File: config.mk
export PLATFORM = sky130hd
export DESIGN_NAME = uart_tx_frame_flat
export DESIGN_NICKNAME = d
export VERILOG_FILES = /design/src/rtl/uart_tx_if.sv /design/src/rtl/uart_tx_frame.sv /design/src/flat_wrapper.sv
export SDC_FILE = /design/constraint.sdc
export NUM_CORES = 1
export LEC_CHECK = 0
export CAP_MARGIN = 20
export CORE_AREA = 2 2 98 53
export CTS_CLUSTER_DIAMETER = 150
export DETAILED_ROUTE_END_ITERATION = 10
export DIE_AREA = 0 0 100 55
export HOLD_SLACK_MARGIN = 0.08
export PLACE_DENSITY = 0.66
export SLEW_MARGIN = 20
export SYNTH_ARGS = -nofsm -noshare
export SYNTH_HDL_FRONTEND = slang
export SYNTH_SLANG_ARGS = --single-unit
File: constraint.sdc
create_clock -name clk -period 1.8 [get_ports clk]
set_input_delay 0.45 -clock clk [delete_from_list [all_inputs] [get_ports clk]]
set_output_delay 0.45 -clock clk [all_outputs]
set_load 0.02 [all_outputs]
File: src/rtl/uart_tx_if.sv
// Byte-in / serial-out handshake bundle for the UART transmitter.
// The source drives data/valid. The transmitter drives ready, the line and its status.
interface uart_tx_if;
    logic [7:0] tx_data;
    logic       tx_valid;
    logic       tx_ready;
    logic       tx;
    logic       tx_busy;
    logic       tx_done;

    modport master (
        output tx_data,
        output tx_valid,
        input  tx_ready,
        input  tx,
        input  tx_busy,
        input  tx_done
    );

    modport slave (
        input  tx_data,
        input  tx_valid,
        output tx_ready,
        output tx,
        output tx_busy,
        output tx_done
    );
endinterface

File: src/rtl/uart_tx_frame.sv
// UART transmitter: accepts one byte per valid/ready handshake and shifts it out LSB-first.
// The frame is start, 8 data bits, optional parity, then 1 or 2 stop bits. Every bit lasts BPS_PARA clocks.
module uart_tx_frame #(
    parameter int BPS_PARA   = 1250,
    parameter int PARITY_EN  = 0,
    parameter int PARITY_ODD = 0,
    parameter int STOP_BITS  = 1
) (
    input  logic clk,
    input  logic rst_n,
    uart_tx_if.slave bus
);

    localparam logic [2:0] ST_IDLE   = 3'd0;
    localparam logic [2:0] ST_START  = 3'd1;
    localparam logic [2:0] ST_DATA   = 3'd2;
    localparam logic [2:0] ST_PARITY = 3'd3;
    localparam logic [2:0] ST_STOP   = 3'd4;

    localparam logic [12:0] BAUD_LAST = 13'(BPS_PARA - 1);
    localparam logic        STOP_LAST = (STOP_BITS == 2) ? 1'b1 : 1'b0;
    localparam logic        ODD_SEL   = (PARITY_ODD != 0) ? 1'b1 : 1'b0;

    function automatic logic parity_of(input logic [7:0] d, input logic odd);
        return (^d) ^ odd;
    endfunction

    logic [2:0]  state_r;
    logic [12:0] baud_cnt_r;
    logic [2:0]  bit_idx_r;
    logic        stop_cnt_r;
    logic [7:0]  shift_r;
    logic        parity_r;
    logic        tx_r;
    logic        ready_r;
    logic        busy_r;
    logic        done_r;
    logic        baud_tick_s;
    logic        accept_s;

    // Bit-boundary strobe and handshake acceptance decode
    always_comb begin
        baud_tick_s = 1'b0;
        accept_s    = 1'b0;
        if ((state_r != ST_IDLE) && (baud_cnt_r == BAUD_LAST)) begin
            baud_tick_s = 1'b1;
        end else begin
            baud_tick_s = 1'b0;
        end
        if ((state_r == ST_IDLE) && bus.tx_valid && ready_r) begin
            accept_s = 1'b1;
        end else begin
            accept_s = 1'b0;
        end
    end

    // Baud counter: free-runs 0..BPS_PARA-1 while a frame is active, held at 0 in IDLE
    always_ff @(posedge clk or negedge rst_n) begin
        if (!rst_n) begin
            baud_cnt_r <= 13'd0;
        end else if ((state_r == ST_IDLE) || baud_tick_s) begin
            baud_cnt_r <= 13'd0;
        end else begin
            baud_cnt_r <= baud_cnt_r + 13'd1;
        end
    end

    // Frame sequencer: line level, shift register and status flags all change on bit boundaries
    always_ff @(posedge clk or negedge rst_n) begin
        if (!rst_n) begin
            state_r    <= ST_IDLE;
            bit_idx_r  <= 3'd0;
            stop_cnt_r <= 1'b0;
            shift_r    <= 8'h00;
            parity_r   <= 1'b0;
            tx_r       <= 1'b1;
            ready_r    <= 1'b1;
            busy_r     <= 1'b0;
            done_r     <= 1'b0;
        end else begin
            done_r <= 1'b0;
            case (state_r)
                ST_IDLE: begin
                    if (accept_s) begin
                        shift_r    <= bus.tx_data;
                        parity_r   <= parity_of(bus.tx_data, ODD_SEL);
                        bit_idx_r  <= 3'd0;
                        stop_cnt_r <= 1'b0;
                        tx_r       <= 1'b0;
                        ready_r    <= 1'b0;
                        busy_r     <= 1'b1;
                        state_r    <= ST_START;
                    end
                end
                ST_START: begin
                    if (baud_tick_s) begin
                        tx_r    <= shift_r[0];
                        state_r <= ST_DATA;
                    end
                end
                ST_DATA: begin
                    if (baud_tick_s) begin
                        if (bit_idx_r == 3'd7) begin
                            bit_idx_r <= 3'd0;
                            if (PARITY_EN != 0) begin
                                tx_r    <= parity_r;
                                state_r <= ST_PARITY;
                            end else begin
                                tx_r    <= 1'b1;
                                state_r <= ST_STOP;
                            end
                        end else begin
                            // shift_r[0] is on the line, so shift_r[1] is the next bit out
                            bit_idx_r <= bit_idx_r + 3'd1;
                            tx_r      <= shift_r[1];
                            shift_r   <= {1'b0, shift_r[7:1]};
                        end
                    end
                end
                ST_PARITY: begin
                    if (baud_tick_s) begin
                        tx_r    <= 1'b1;
                        state_r <= ST_STOP;
                    end
                end
                ST_STOP: begin
                    if (baud_tick_s) begin
                        if (stop_cnt_r == STOP_LAST) begin
                            stop_cnt_r <= 1'b0;
                            done_r     <= 1'b1;
                            ready_r    <= 1'b1;
                            busy_r     <= 1'b0;
                            state_r    <= ST_IDLE;
                        end else begin
                            stop_cnt_r <= 1'b1;
                        end
                    end
                end
                default: begin
                    state_r <= ST_IDLE;
                    tx_r    <= 1'b1;
                    ready_r <= 1'b1;
                    busy_r  <= 1'b0;
                end
            endcase
        end
    end

    assign bus.tx       = tx_r;
    assign bus.tx_ready = ready_r;
    assign bus.tx_busy  = busy_r;
    assign bus.tx_done  = done_r;

endmodule

File: src/flat_wrapper.sv
// flat-port wrapper written by rule: the top's interface ports become plain ports
module uart_tx_frame_flat 
#(
    parameter int BPS_PARA   = 1250,
    parameter int PARITY_EN  = 0,
    parameter int PARITY_ODD = 0,
    parameter int STOP_BITS  = 1
)
  (clk, rst_n, bus_tx_data, bus_tx_valid, bus_tx_ready, bus_tx, bus_tx_busy, bus_tx_done);
  uart_tx_if bus_i ();
  input  logic clk;
  input  logic rst_n;
  input wire logic [$bits(bus_i.tx_data)-1:0] bus_tx_data;
  input wire logic [$bits(bus_i.tx_valid)-1:0] bus_tx_valid;
  output wire logic [$bits(bus_i.tx_ready)-1:0] bus_tx_ready;
  output wire logic [$bits(bus_i.tx)-1:0] bus_tx;
  output wire logic [$bits(bus_i.tx_busy)-1:0] bus_tx_busy;
  output wire logic [$bits(bus_i.tx_done)-1:0] bus_tx_done;
  assign bus_i.tx_data = bus_tx_data;
  assign bus_i.tx_valid = bus_tx_valid;
  assign bus_tx_ready = bus_i.tx_ready;
  assign bus_tx = bus_i.tx;
  assign bus_tx_busy = bus_i.tx_busy;
  assign bus_tx_done = bus_i.tx_done;
  uart_tx_frame #(.BPS_PARA(BPS_PARA), .PARITY_EN(PARITY_EN), .PARITY_ODD(PARITY_ODD), .STOP_BITS(STOP_BITS)) u_core (.clk(clk), .rst_n(rst_n), .bus(bus_i));
endmodule
==> results.toml <==
[cells_and_area]
area_growth_pct = 31.3
drive_above_1_share_pct = 29.5
utilization_pct = 43.7
nNetsFinal = 197
fill_cells = 445
design_area_um2 = 2050
diodes = 0

[cts]
numCtsBuffers = 5
clockBufferDepth = 2
clock-sinks = 31
holdBufCountCts = 0
root_buffer = "clkbuf_8"
clk_latency_ns = 0.27
cts_tree = "done"
clkTransAtPathRegs_ns = 0.06
cts_max_level = 2

[synthesis]
seq_area_frac_synth_pct = 49.9
synth_ff_type = "dfrtp_1"
synth-seq-cells = 31
syn_inst = 144
syn_area_um2 = 1560
async_flop_share_pct = 100
synthesis.nets = 159
syn_avg_cell_area_um2 = 10.8
yosysUniqueCellTypes = 33
synth_edf_count = 0
yosys_warnings = 0

[global_routing]
grt_max_degree = 32
grt_pass1_wl_mm = 5.66
first_global_vias = 1154
met2_usage_pct = 17.2
gr-usage-met3_pct = 4.27
gr-total-overflow = 0
grt_antenna_before_repair = 0
top_usage_layer = "met1"
grtUsageTotal_pct = 13.6
use_met1_pct = 21.3

[route]
drc_errors = 0
initialDrtViolationCount = 31
viasPerCell = 4.89
vias = 1189
wl_per_cell_um = 13.0
dr.pass1.iters = 4
finalWirelength_mm = 3.17
ant_nets = 0

[die]
die_x_um = 100
start_util_pct = 33.3
core_area_um2 = 4680
ios = 15
num_rows = 18
fp.dieH_um = 55
die-area_um2 = 5500

[timing]
maxSlewHeadroom_pct = 73.2
setup_slack_ns = -0.0552
setup_viol = 7
hold_viol_final = 0
grt_setup_unrepaired = "true"
holdWs_ns = 0.509
tightest_slew_ns = 0.401
finClkSkew_ns = 0.00497
fmax_mhz = 539
fin_tns_setup_ns = -0.346
post-route-period-util_pct = 103
period_needed_ns = 1.86
slew_violations = 0

[placed_design]
hpwl_mm = 2.34
placed_area_um2 = 1930
place_ws_ns = -0.140
io_buffers = 14
globalplace.congestion = 0.825

[hold_path]
worstHoldPathType = "flip-flop to flip-flop"

[power_and_ir_drop]
power.leakage_nw = 0.879
irDropWorstVdd_uv = 283
p_per_area_nw_per_um2 = 623

[status]
status = "complete, but fails checks"
violations = "negative setup slack"

[worst_setup_path]
critical_path_required_ns = 1.96
endpoint_kind = "flip-flop"
worstSetupPathType = "flip-flop to flip-flop"
crit_fanout = 8
critPathLaunchType = "flip-flop"
cp_data_arrival_time_ns = 2.02

[flow_run]
maxCapViolations = 0
worst paths after layout:
path	start	endpoint	slack, ns	depth (start not counted)
hold reg to reg	u_core.bit_idx_r[1]	u_core.bit_idx_r[1]	0.51	2
max in group asynchronous	rst_n	u_core.bus.tx	0.91	2
setup reg to reg	u_core.baud_cnt_r[1]	u_core.shift_r[5]	-0.06	7
hold / removal	u_core.bit_idx_r[1]	u_core.bit_idx_r[1]	0.51	2
setup / recovery	u_core.baud_cnt_r[1]	u_core.shift_r[5]	-0.06	7
min in group asynchronous	rst_n	u_core.baud_cnt_r[9]	0.57	2
cells in the mapped netlist, types with 2 or more instances:
| cell | instances | area (µm²) |
|---|---|---|
| a21oi_1 | 4 | 20.0 |
| a31oi_1 | 2 | 12.5 |
| and2_1 | 2 | 12.5 |
| and4_1 | 2 | 17.5 |
| clkbuf_1 | 6 | 22.5 |
| dfrtp_1 | 29 | 726 |
| dfstp_2 | 2 | 52.6 |
| ha_1 | 4 | 50.1 |
| inv_1 | 7 | 26.3 |
| mux2_2 | 14 | 158 |
| nand2_1 | 4 | 15.0 |
| nand2b_1 | 3 | 18.8 |
| nand3_1 | 11 | 55.1 |
| nand4_1 | 5 | 31.3 |
| nor2_1 | 16 | 60.1 |
| nor4_1 | 2 | 12.5 |
| o21ai_0 | 5 | 25.0 |
| o31ai_1 | 3 | 22.5 |
| xor2_1 | 9 | 78.8 |
placed cells by master (no fill, tap or decap), drive strengths merged, types with 2 or more instances in the layout:
| cell type | n |
|---|---|
| a21oi | 4 |
| a31oi | 2 |
| and2 | 2 |
| and4 | 2 |
| buf | 24 |
| clkbuf | 7 |
| clkdlybuf4s50 | 12 |
| dfrtp | 29 |
| dfstp | 2 |
| dlygate4sd2 | 2 |
| ha | 4 |
| inv | 7 |
| mux2 | 14 |
| nand2 | 4 |
| nand2b | 3 |
| nand3 | 11 |
| nand4 | 5 |
| nor2 | 16 |
| nor4 | 2 |
| o21ai | 5 |
| o31ai | 3 |
| xor2 | 9 |
logic make-up (layout without fill, tap and decap cells):
family / Yosys count / in the layout / synth area share (%)
AO/OA/AOI/OAI: 18 / 18 / 8.50
XOR/XNOR: 10 / 10 / 5.61
adder cells (fa/ha/maj): 4 / 4 / 3.21
buffers and inverters: 14 / 53 / 3.45
flip-flops: 31 / 31 / 49.9
multiplexers: 15 / 15 / 10.7
AND/OR/NAND/NOR: 52 / 52 / 18.6
report_power, final:
part	switching (mW)	total [mW]	leakage (nW)	internal, mW
clock network	0.242	0.513	0.0422	0.271
logic	0.0210	0.0541	0.448	0.0331
registers	0.00454	0.710	0.389	0.705
worst max-delay path, stage by stage (launching register included):
cell and delay [ns]:
dfrtp_1 0.37, inv_1 0.06, ha_2 0.17, nor4b_4 0.18
nand4_1 0.19, o41ai_4 0.26, buf_6 0.19, mux2_2 0.33
metrics by stage:
step                      power (mW)  instances
after floorplan                0.736        144
after global placement         0.776        234
after detailed placement       0.777        234
after CTS                       1.30        242
after global routing            1.34        243
final                           1.28        243
state kept, by name (all words and copies together), names as in the netlist:
signal               count
u_core.bus.tx_busy       1
u_core.bus.tx_ready      1
u_core.bus.tx            1
u_core.bit_idx_r         3
u_core.shift_r           8
u_core.baud_cnt_r       13
u_core.state_r           3
u_core.bus.tx_done       1
routing by layer:
metal | part of all wire, % | vias to the layer above
met5 | 0 | -
met4 | 0.13 | 0
met3 | 4.8 | 2
li1 | - | 585
met1 | 60 | 581
met2 | 35 | 21
layout make-up:
type	count	area, µm²	share of cell area [%]
flip-flops and latches	31	778	38.0
multi-input cells	99	753	36.8
repair buffers	38	334	16.3
clock buffers	7	76.3	3.73
well taps	60	75.1	3.67
inverters	7	26.3	1.28
clock inverters	1	5.00	0.244
repair_timing:
action / CTS / global route
gates resized for setup: 8 / 0
pin swaps: 2 / 1
endpoints found under the setup margin: 9 / 8
setup buffers: 0 / 1
Note: power is estimated with default switching activity, not from simulation.
